### src/rtl/qspi_pkg.sv
`default_nettype none
// +----------------------------------------------------------------------+
// | qspi_pkg                                                             |
// | Shared QSPI controller definitions: requester/owner encoding,        |
// | arbiter state encoding, transfer-config bundle width and field       |
// | offsets used by cmd_engine, xip_engine, qspi_fsm and the arbiter.    |
// | Revision: 1.0 - initial release                                      |
// +----------------------------------------------------------------------+
package qspi_pkg;

  // Bus owner as seen on owner_o
  typedef enum logic [1:0] {
    OWN_NONE = 2'b00,
    OWN_CMD  = 2'b01,
    OWN_XIP  = 2'b10
  } owner_t;

  // Arbiter state machine
  typedef enum logic [1:0] {
    ST_IDLE    = 2'b00,
    ST_START   = 2'b01,
    ST_BUSY    = 2'b10,
    ST_RELEASE = 2'b11
  } arb_state_t;

  // Packed transfer-config bundle
  localparam int QSPI_CFG_W        = 128;
  localparam int CFG_OPCODE_LSB    = 0;   // 8 bits
  localparam int CFG_ADDR_LSB      = 8;   // 32 bits
  localparam int CFG_LEN_LSB       = 40;  // 32 bits
  localparam int CFG_LANES_LSB     = 72;  // 2 bits
  localparam int CFG_DUMMY_LSB     = 74;  // 5 bits
  localparam int CFG_MODE_LSB      = 79;  // 8 bits
  localparam int CFG_CLKDIV_LSB    = 87;  // 8 bits
  localparam int CFG_CPOL_BIT      = 95;
  localparam int CFG_CPHA_BIT      = 96;
  localparam int CFG_DIR_BIT       = 97;
  localparam int CFG_CS_AUTO_BIT   = 98;
  localparam int CFG_CONT_READ_BIT = 99;

endpackage
`default_nettype wire

### src/rtl/qspi_wdog.sv
`default_nettype none
// +----------------------------------------------------------------------+
// | qspi_wdog                                                            |
// | Transfer watchdog counter. Cleared by clr, counts while en, raises   |
// | expired when the count equals TIMEOUT_CYCLES-1. TIMEOUT_CYCLES=0     |
// | disables expiry.                                                     |
// | Ports: clk, resetn (async active-low), clr, en -> expired            |
// | Revision: 1.0 - initial release                                      |
// +----------------------------------------------------------------------+
module qspi_wdog #(
  parameter int TIMEOUT_CYCLES = 65535
) (
  input  logic clk,
  input  logic resetn,
  input  logic clr,
  input  logic en,
  output logic expired
);

  localparam int CW = (TIMEOUT_CYCLES > 0) ? $clog2(TIMEOUT_CYCLES + 1) : 1;
  localparam logic [CW-1:0] LIMIT = CW'(TIMEOUT_CYCLES - 1);

  logic [CW-1:0] r_count;

  always_ff @(posedge clk or negedge resetn) begin
    if (!resetn) begin
      r_count <= '0;
    end else if (clr) begin
      r_count <= '0;
    end else if (en) begin
      r_count <= r_count + CW'(1);
    end
  end

  assign expired = (TIMEOUT_CYCLES != 0) && (r_count == LIMIT);

endmodule
`default_nettype wire

### src/rtl/qspi_bus_arbiter.sv
`default_nettype none
// +----------------------------------------------------------------------+
// | qspi_bus_arbiter                                                     |
// | Round-robin arbiter between cmd_engine and xip_engine for the shared |
// | qspi_fsm. Muxes owner config/TX path, routes done back to the owner, |
// | aborts hung transfers via the watchdog.                              |
// | Ports: cmd_*/xip_* requester side (req, cfg, tx data/empty in;       |
// |        gnt, done, err, tx_ren out), xip_cmd_busy_o, fsm_* FSM side,  |
// |        owner_o (00 none, 01 cmd, 10 xip).                            |
// | Revision: 1.0 - initial release                                      |
// +----------------------------------------------------------------------+
module qspi_bus_arbiter
  import qspi_pkg::*;
#(
  parameter int CFG_W          = QSPI_CFG_W,
  parameter int TIMEOUT_CYCLES = 65535
) (
  input  logic             clk,
  input  logic             resetn,
  input  logic             cmd_req_i,
  input  logic             xip_req_i,
  input  logic [CFG_W-1:0] cmd_cfg_i,
  input  logic [CFG_W-1:0] xip_cfg_i,
  input  logic [31:0]      cmd_tx_data_i,
  input  logic [31:0]      xip_tx_data_i,
  input  logic             cmd_tx_empty_i,
  input  logic             xip_tx_empty_i,
  output logic             cmd_gnt_o,
  output logic             xip_gnt_o,
  output logic             cmd_done_o,
  output logic             xip_done_o,
  output logic             cmd_err_o,
  output logic             xip_err_o,
  output logic             cmd_tx_ren_o,
  output logic             xip_tx_ren_o,
  output logic             xip_cmd_busy_o,
  output logic             fsm_start_o,
  output logic [CFG_W-1:0] fsm_cfg_o,
  output logic [31:0]      fsm_tx_data_o,
  output logic             fsm_tx_empty_o,
  input  logic             fsm_tx_ren_i,
  input  logic             fsm_done_i,
  output logic             fsm_abort_o,
  output logic [1:0]       owner_o
);

  arb_state_t       r_state;
  owner_t           r_owner;
  owner_t           r_last;
  logic             r_start;
  logic             r_cmd_done, r_xip_done;
  logic             r_cmd_err, r_xip_err;
  logic [CFG_W-1:0] r_cfg;

  owner_t           w_winner;
  logic [CFG_W-1:0] w_owner_cfg;
  logic             w_busy;
  logic             w_expired;
  logic             w_timeout;
  logic             w_finish;

  // Single request wins outright; on a tie the requester that did not
  // own the bus last time goes first.
  always_comb begin
    w_winner = OWN_NONE;
    if (cmd_req_i && xip_req_i) begin
      w_winner = (r_last == OWN_CMD) ? OWN_XIP : OWN_CMD;
    end else if (cmd_req_i) begin
      w_winner = OWN_CMD;
    end else if (xip_req_i) begin
      w_winner = OWN_XIP;
    end
  end

  assign w_owner_cfg = (r_owner == OWN_XIP) ? xip_cfg_i : cmd_cfg_i;
  assign w_busy      = (r_state == ST_BUSY);
  // A done landing in the expiry cycle takes priority over the timeout,
  // which is why the abort is qualified by fsm_done_i in the same cycle.
  assign w_timeout   = w_busy && w_expired && !fsm_done_i;
  assign w_finish    = w_busy && (fsm_done_i || w_expired);

  qspi_wdog #(
    .TIMEOUT_CYCLES(TIMEOUT_CYCLES)
  ) u_wdog (
    .clk    (clk),
    .resetn (resetn),
    .clr    (r_state == ST_START),
    .en     (w_busy),
    .expired(w_expired)
  );

  always_ff @(posedge clk or negedge resetn) begin
    if (!resetn) begin
      r_state    <= ST_IDLE;
      r_owner    <= OWN_NONE;
      r_last     <= OWN_XIP;
      r_start    <= 1'b0;
      r_cmd_done <= 1'b0;
      r_xip_done <= 1'b0;
      r_cmd_err  <= 1'b0;
      r_xip_err  <= 1'b0;
      r_cfg      <= '0;
    end else begin
      r_start    <= 1'b0;
      r_cmd_done <= 1'b0;
      r_xip_done <= 1'b0;
      r_cmd_err  <= 1'b0;
      r_xip_err  <= 1'b0;
      case (r_state)
        ST_IDLE: begin
          if (w_winner != OWN_NONE) begin
            r_state <= ST_START;
            r_owner <= w_winner;
            r_last  <= w_winner;
            r_start <= 1'b1;
            r_cfg   <= (w_winner == OWN_CMD) ? cmd_cfg_i : xip_cfg_i;
          end
        end
        ST_START: begin
          r_state <= ST_BUSY;
          r_cfg   <= w_owner_cfg;
        end
        ST_BUSY: begin
          r_cfg <= w_owner_cfg;
          if (w_finish) begin
            r_state    <= ST_RELEASE;
            r_cmd_done <= (r_owner == OWN_CMD);
            r_xip_done <= (r_owner == OWN_XIP);
            r_cmd_err  <= (r_owner == OWN_CMD) && w_timeout;
            r_xip_err  <= (r_owner == OWN_XIP) && w_timeout;
          end
        end
        ST_RELEASE: begin
          r_state <= ST_IDLE;
          r_owner <= OWN_NONE;
          r_cfg   <= '0;
        end
        default: begin
          r_state <= ST_IDLE;
          r_owner <= OWN_NONE;
          r_cfg   <= '0;
        end
      endcase
    end
  end

  assign cmd_gnt_o   = (r_owner == OWN_CMD);
  assign xip_gnt_o   = (r_owner == OWN_XIP);
  assign owner_o     = r_owner;
  assign fsm_start_o = r_start;
  assign fsm_cfg_o   = r_cfg;
  assign cmd_done_o  = r_cmd_done;
  assign xip_done_o  = r_xip_done;
  assign cmd_err_o   = r_cmd_err;
  assign xip_err_o   = r_xip_err;
  assign fsm_abort_o = w_timeout;

  // The TX path is a FIFO handshake: data/empty and pops pass straight
  // through under the registered owner select so pop and data stay aligned.
  assign cmd_tx_ren_o   = w_busy && (r_owner == OWN_CMD) && fsm_tx_ren_i;
  assign xip_tx_ren_o   = w_busy && (r_owner == OWN_XIP) && fsm_tx_ren_i;
  assign fsm_tx_data_o  = (r_owner == OWN_CMD) ? cmd_tx_data_i :
                          (r_owner == OWN_XIP) ? xip_tx_data_i : 32'h0;
  assign fsm_tx_empty_o = (r_owner == OWN_CMD) ? cmd_tx_empty_i :
                          (r_owner == OWN_XIP) ? xip_tx_empty_i : 1'b1;

  // Combinational so the XIP engine sees a command in its request cycle.
  assign xip_cmd_busy_o = cmd_req_i || cmd_gnt_o;

endmodule
`default_nettype wire

### config.mk
export PLATFORM = sky130hd
export DESIGN_NAME = qspi_bus_arbiter
export DESIGN_NICKNAME = d
export VERILOG_FILES = /design/src/rtl/qspi_pkg.sv /design/src/rtl/qspi_wdog.sv /design/src/rtl/qspi_bus_arbiter.sv
export SDC_FILE = /design/constraint.sdc
export NUM_CORES = 1
export LEC_CHECK = 0
export BUFFER_PORTS_ARGS = -buffer_cell sky130_fd_sc_hd__buf_2
export CAP_MARGIN = 20
export CORE_AREA = 2 2 196 198
export DETAILED_ROUTE_END_ITERATION = 6
export DIE_AREA = 0 0 198 200
export PLACE_DENSITY = 0.47
export SKIP_CTS_REPAIR_TIMING = 1
export SYNTH_ARGS = -nofsm -noshare
export SYNTH_HDL_FRONTEND = slang
export SYNTH_SLANG_ARGS = --single-unit
### constraint.sdc
create_clock -name clk -period 2.25 [get_ports clk]
set_clock_uncertainty 0.2 [all_clocks]
set_input_delay 0.675 -clock clk [delete_from_list [all_inputs] [get_ports clk]]
set_output_delay 0.675 -clock clk [all_outputs]
set_load 0.05 [all_outputs]
==> reports/qor.txt <==
Status -> finished with violations
Failing checks -> negative setup slack
CP endpoint kind -> primary output
Synth area leader -> dfrtp_1
CP max stage delay -> 0.36 ns
Initial drt markers -> 304
Detailed Route WL -> 37,170 um
Placer Congestion -> 0.7814
Die area -> 0.03960 mm2
Sw frac -> 50.78%
Chip height -> 200 um
# H-tree levels -> 4
Syn-to-layout area delta -> 55.27%
CTS tree -> built
Worst IR Drop VDD -> 0.8253 mV
First-pass GRT wire length -> 54,510 um
Via count -> 9,604
Wire per inst -> 18.93 um
Required @ worst endpoint -> 1.37 ns
Total Power -> 22,060 uW
Syn_nets -> 1,229
Crit path kind -> flip-flop to primary output
Syn Inst Count -> 894
Clk slew on worst S/H paths -> 0.07 ns
Slew @ Worst Pin -> 0.5900 ns
Placed cells -> 1,917
Met2 Use GR -> 30.88%
Nets -> 1,769
CP max-delay cell -> dfrtp_1
TritonCTS buffer count -> 17
Final Max Slew Viols -> 0
Yosys reg bits -> 155
# DRC -> 0
Global Route Usage Sum -> 17.99%
Largest net degree at the start of global routing -> 72
Tightest Hold Check Type -> input port to flip-flop
Yosys Warn Count -> 0
Critical path peak fanout -> 3
Synth unique cells -> 45
Power density over the cells -> 1508 mW/mm2
Initial Utilization -> 25.18%
Top_reg_cell synth -> dfrtp_1
FP Rows -> 71
RSZ-0062 raised after global routing -> yes
Total gr overflow -> 0
Clock buffer depth -> 2
Die X -> 198 um
Fill count -> 3,779
Clk pwr share -> 13.1%
IO Count -> 502
Met3 Use GR -> 5.225%
Sequential power share -> 21.0%
Switch Pwr -> 11,200 uW
Worst path top cell family by delay -> simple AND/OR/NAND/NOR gates
CP Launch Type -> flip-flop
Via/cell ratio -> 4.890
Setup violators final -> 38
Relative slew slack -> 60.67%
Clock Latency Late Sink -> 0.44 ns
Crit path cell chain -> nand4_1 -> nor4_4 -> buf_4 -> nand3b_1 -> clkinvlp_4 -> buf_8
Core area -> 0.03740 mm2
Gr busiest metal -> met2
CTS Sinks -> 155
Share of power burned in combinational logic -> 65.9%
Port buffer count -> 501
Final Hold Fails -> 0
DRT Pass-1 Iters -> 4
Fin crit period -> 2.783 ns
Root Buffer -> clkbuf_16
Fraction of layout cells with a size suffix above 1 -> 47.20%
Antenna violations before repair -> 5
Sequential area share after synthesis -> 41.20%
Cell-internal power -> 10,860 uW
Met1 Track Usage GR -> 21.13%
Ys async rst share -> 100.0%
Synth top area share -> 40.92%
Dominant cells by area after synthesis -> dfrtp_1 (41%), mux2i_1 (27%), o221ai_1 (12%), nand2_1 (5.5%), a22o_1 (3.1%)
Pleak -> 0.007843 uW
Setup WS post-layout -> -0.5328 ns
Vias in the first global route -> 9,551
CP arrival -> 1.91 ns
Post-DP HPWL -> 27,500 um
Synth Cell Area -> 0.009418 mm2
WP buf/inv -> 3
Crit share post-route -> 123.7%
Number of max-cap violations -> 0
Highest Clock Rate -> 0.3593 GHz
Layout Cells excl Fill -> 1,964
Post-Syn Area per Cell -> 10.53 um2
Antenna Violating Nets Remaining -> 0
Number of synthesized flops with an enable pin -> 0
FF-to-FF setup slack -> 0.11 ns
-- Yosys cell counts (2+ instances only) --
library cell and number:
o31ai_1 2, buf_1 3, and3_1 3, mux2_2 3
dfrtp_1 154, buf_2 39, clkbuf_1 31, mux2i_1 254
o221ai_1 127, nor2_1 17, nand4_1 6, nand2b_1 4
xnor2_1 3, a21oi_1 7, nor3b_1 2, a22o_1 33
nand3_1 4, nor3_1 2, nand2_1 137, xor2_1 4
inv_1 10, o22ai_1 4, and2_1 4, o21ai_0 6
ha_1 7, nor4_1 2, or3_1 3, nand3b_1 2
clkinv_1 2, buf_6 4
-- layer usage --
metal | vias up | part of all wire, %
li1 | 4522 | -
met1 | 4684 | 40
met2 | 356 | 50
met3 | 40 | 7.4
met4 | 2 | 2.4
met5 | - | 0.035
-- worst register-to-register path, delay by kind of cell (launching register included) --
kind / cells / cell delay, ns
simple gates: 3 / 0.84
flops: 1 / 0.42
fa+ha+maj: 1 / 0.32
compound gates: 1 / 0.16
buf+inv: 1 / 0.12
-- cell usage in the layout (no fill, tap or decap), drive strengths merged, types with 2 or more instances in the layout --
cell and n:
nand2b 4, nor2 17, nor3 3, clkinvlp 6, o221ai 127, buf 595, nand4 6, xor2 4
o31ai 2, mux2 3, nand3b 2, clkbuf 24, nor3b 2, xnor2 3, and3 3, nand2 138
nor4 2, o21ai 6, o22ai 4, a21oi 7, inv 11, and2 4, dfrtp 154, ha 7
mux2i 254, clkinv 4, nand3 4, diode 6, or3 3, a22o 33
-- logic make-up (layout without fill, tap and decap cells) --
family,after synthesis,after routing,share of synthesized area [%]
adders and majority gates,7,7,0.9299
xor gates and xnor gates,7,7,0.6510
muxes,257,257,27.35
DFF,155,155,41.20
and+or+nand+nor,191,191,8.649
other,0,6,0
AOI/OAI and AO/OA,188,188,16.83
buffers and inverters,89,642,4.384
-- flip-flops by register name, indices dropped and copies added (netlist names), 2 cells and up --
register        cells
r_last              2
r_state             2
u_wdog.r_count     16
fsm_cfg_o         128
owner_o             2
-- metrics by stage --
stage / utilization, % / hold slack [ns] / TNS (ns) / worst slack, ns / cell area, um2
6_report: 39.10 / 0.2727 / -10.51 / -0.5328 / 14620
3_5_place_dp: 36.26 / 0.2676 / -0.2102 / -0.2102 / 13560
4_1_cts: 37.77 / -0.1461 / -15.83 / -0.7152 / 14130
5_1_grt: 39.09 / 0.2666 / -13.14 / -0.6847 / 14620
2_1_floorplan: - / 0.1794 / -0.2726 / -0.03023 / 9788
3_3_place_gp: 36.26 / 0.2650 / -0.1958 / -0.1958 / 13560
-- path summary, 6_finish.rpt --
| kind | start | endpoint | depth (start not counted) |
|---|---|---|---|
| max | u_wdog.r_count[14] | fsm_abort_o | 6 |
| min in group asynchronous | resetn | fsm_cfg_o[99] | 2 |
| max in group asynchronous | resetn | r_last[1] | 3 |
| max reg2reg | r_state[1] | u_wdog.r_count[14] | 6 |
| min | cmd_req_i | r_last[1] | 2 |
| min reg2reg | fsm_cfg_o[39] | fsm_cfg_o[39] | 2 |
-- area by class of cell --
class / instances / area, um2 / area share [%]
Antenna cell: 6 / 15.01 / 0.1027
Clock buffer: 22 / 474.2 / 3.243
Clock inverter: 10 / 91.34 / 0.6246
Inverter: 12 / 68.82 / 0.4706
Multi-Input combinational cell: 650 / 5504 / 37.64
Sequential cell: 155 / 3882 / 26.55
Tap cell: 511 / 639.4 / 4.372
Timing Repair Buffer: 598 / 3948 / 27.00
-- power groups by stage --
stage | Clock, uW | Sequential (uW) | Combinational (uW)
after global routing | 3090 | 4770 | 15400
after floorplan | 0 | 8150 | 6150
after detailed placement | 0 | 4640 | 14000
after CTS | 2980 | 4620 | 14000
after global placement | 0 | 4650 | 13900
final | 2880 | 4630 | 14500
No activity file was read; power rests on OpenSTA's default activity.
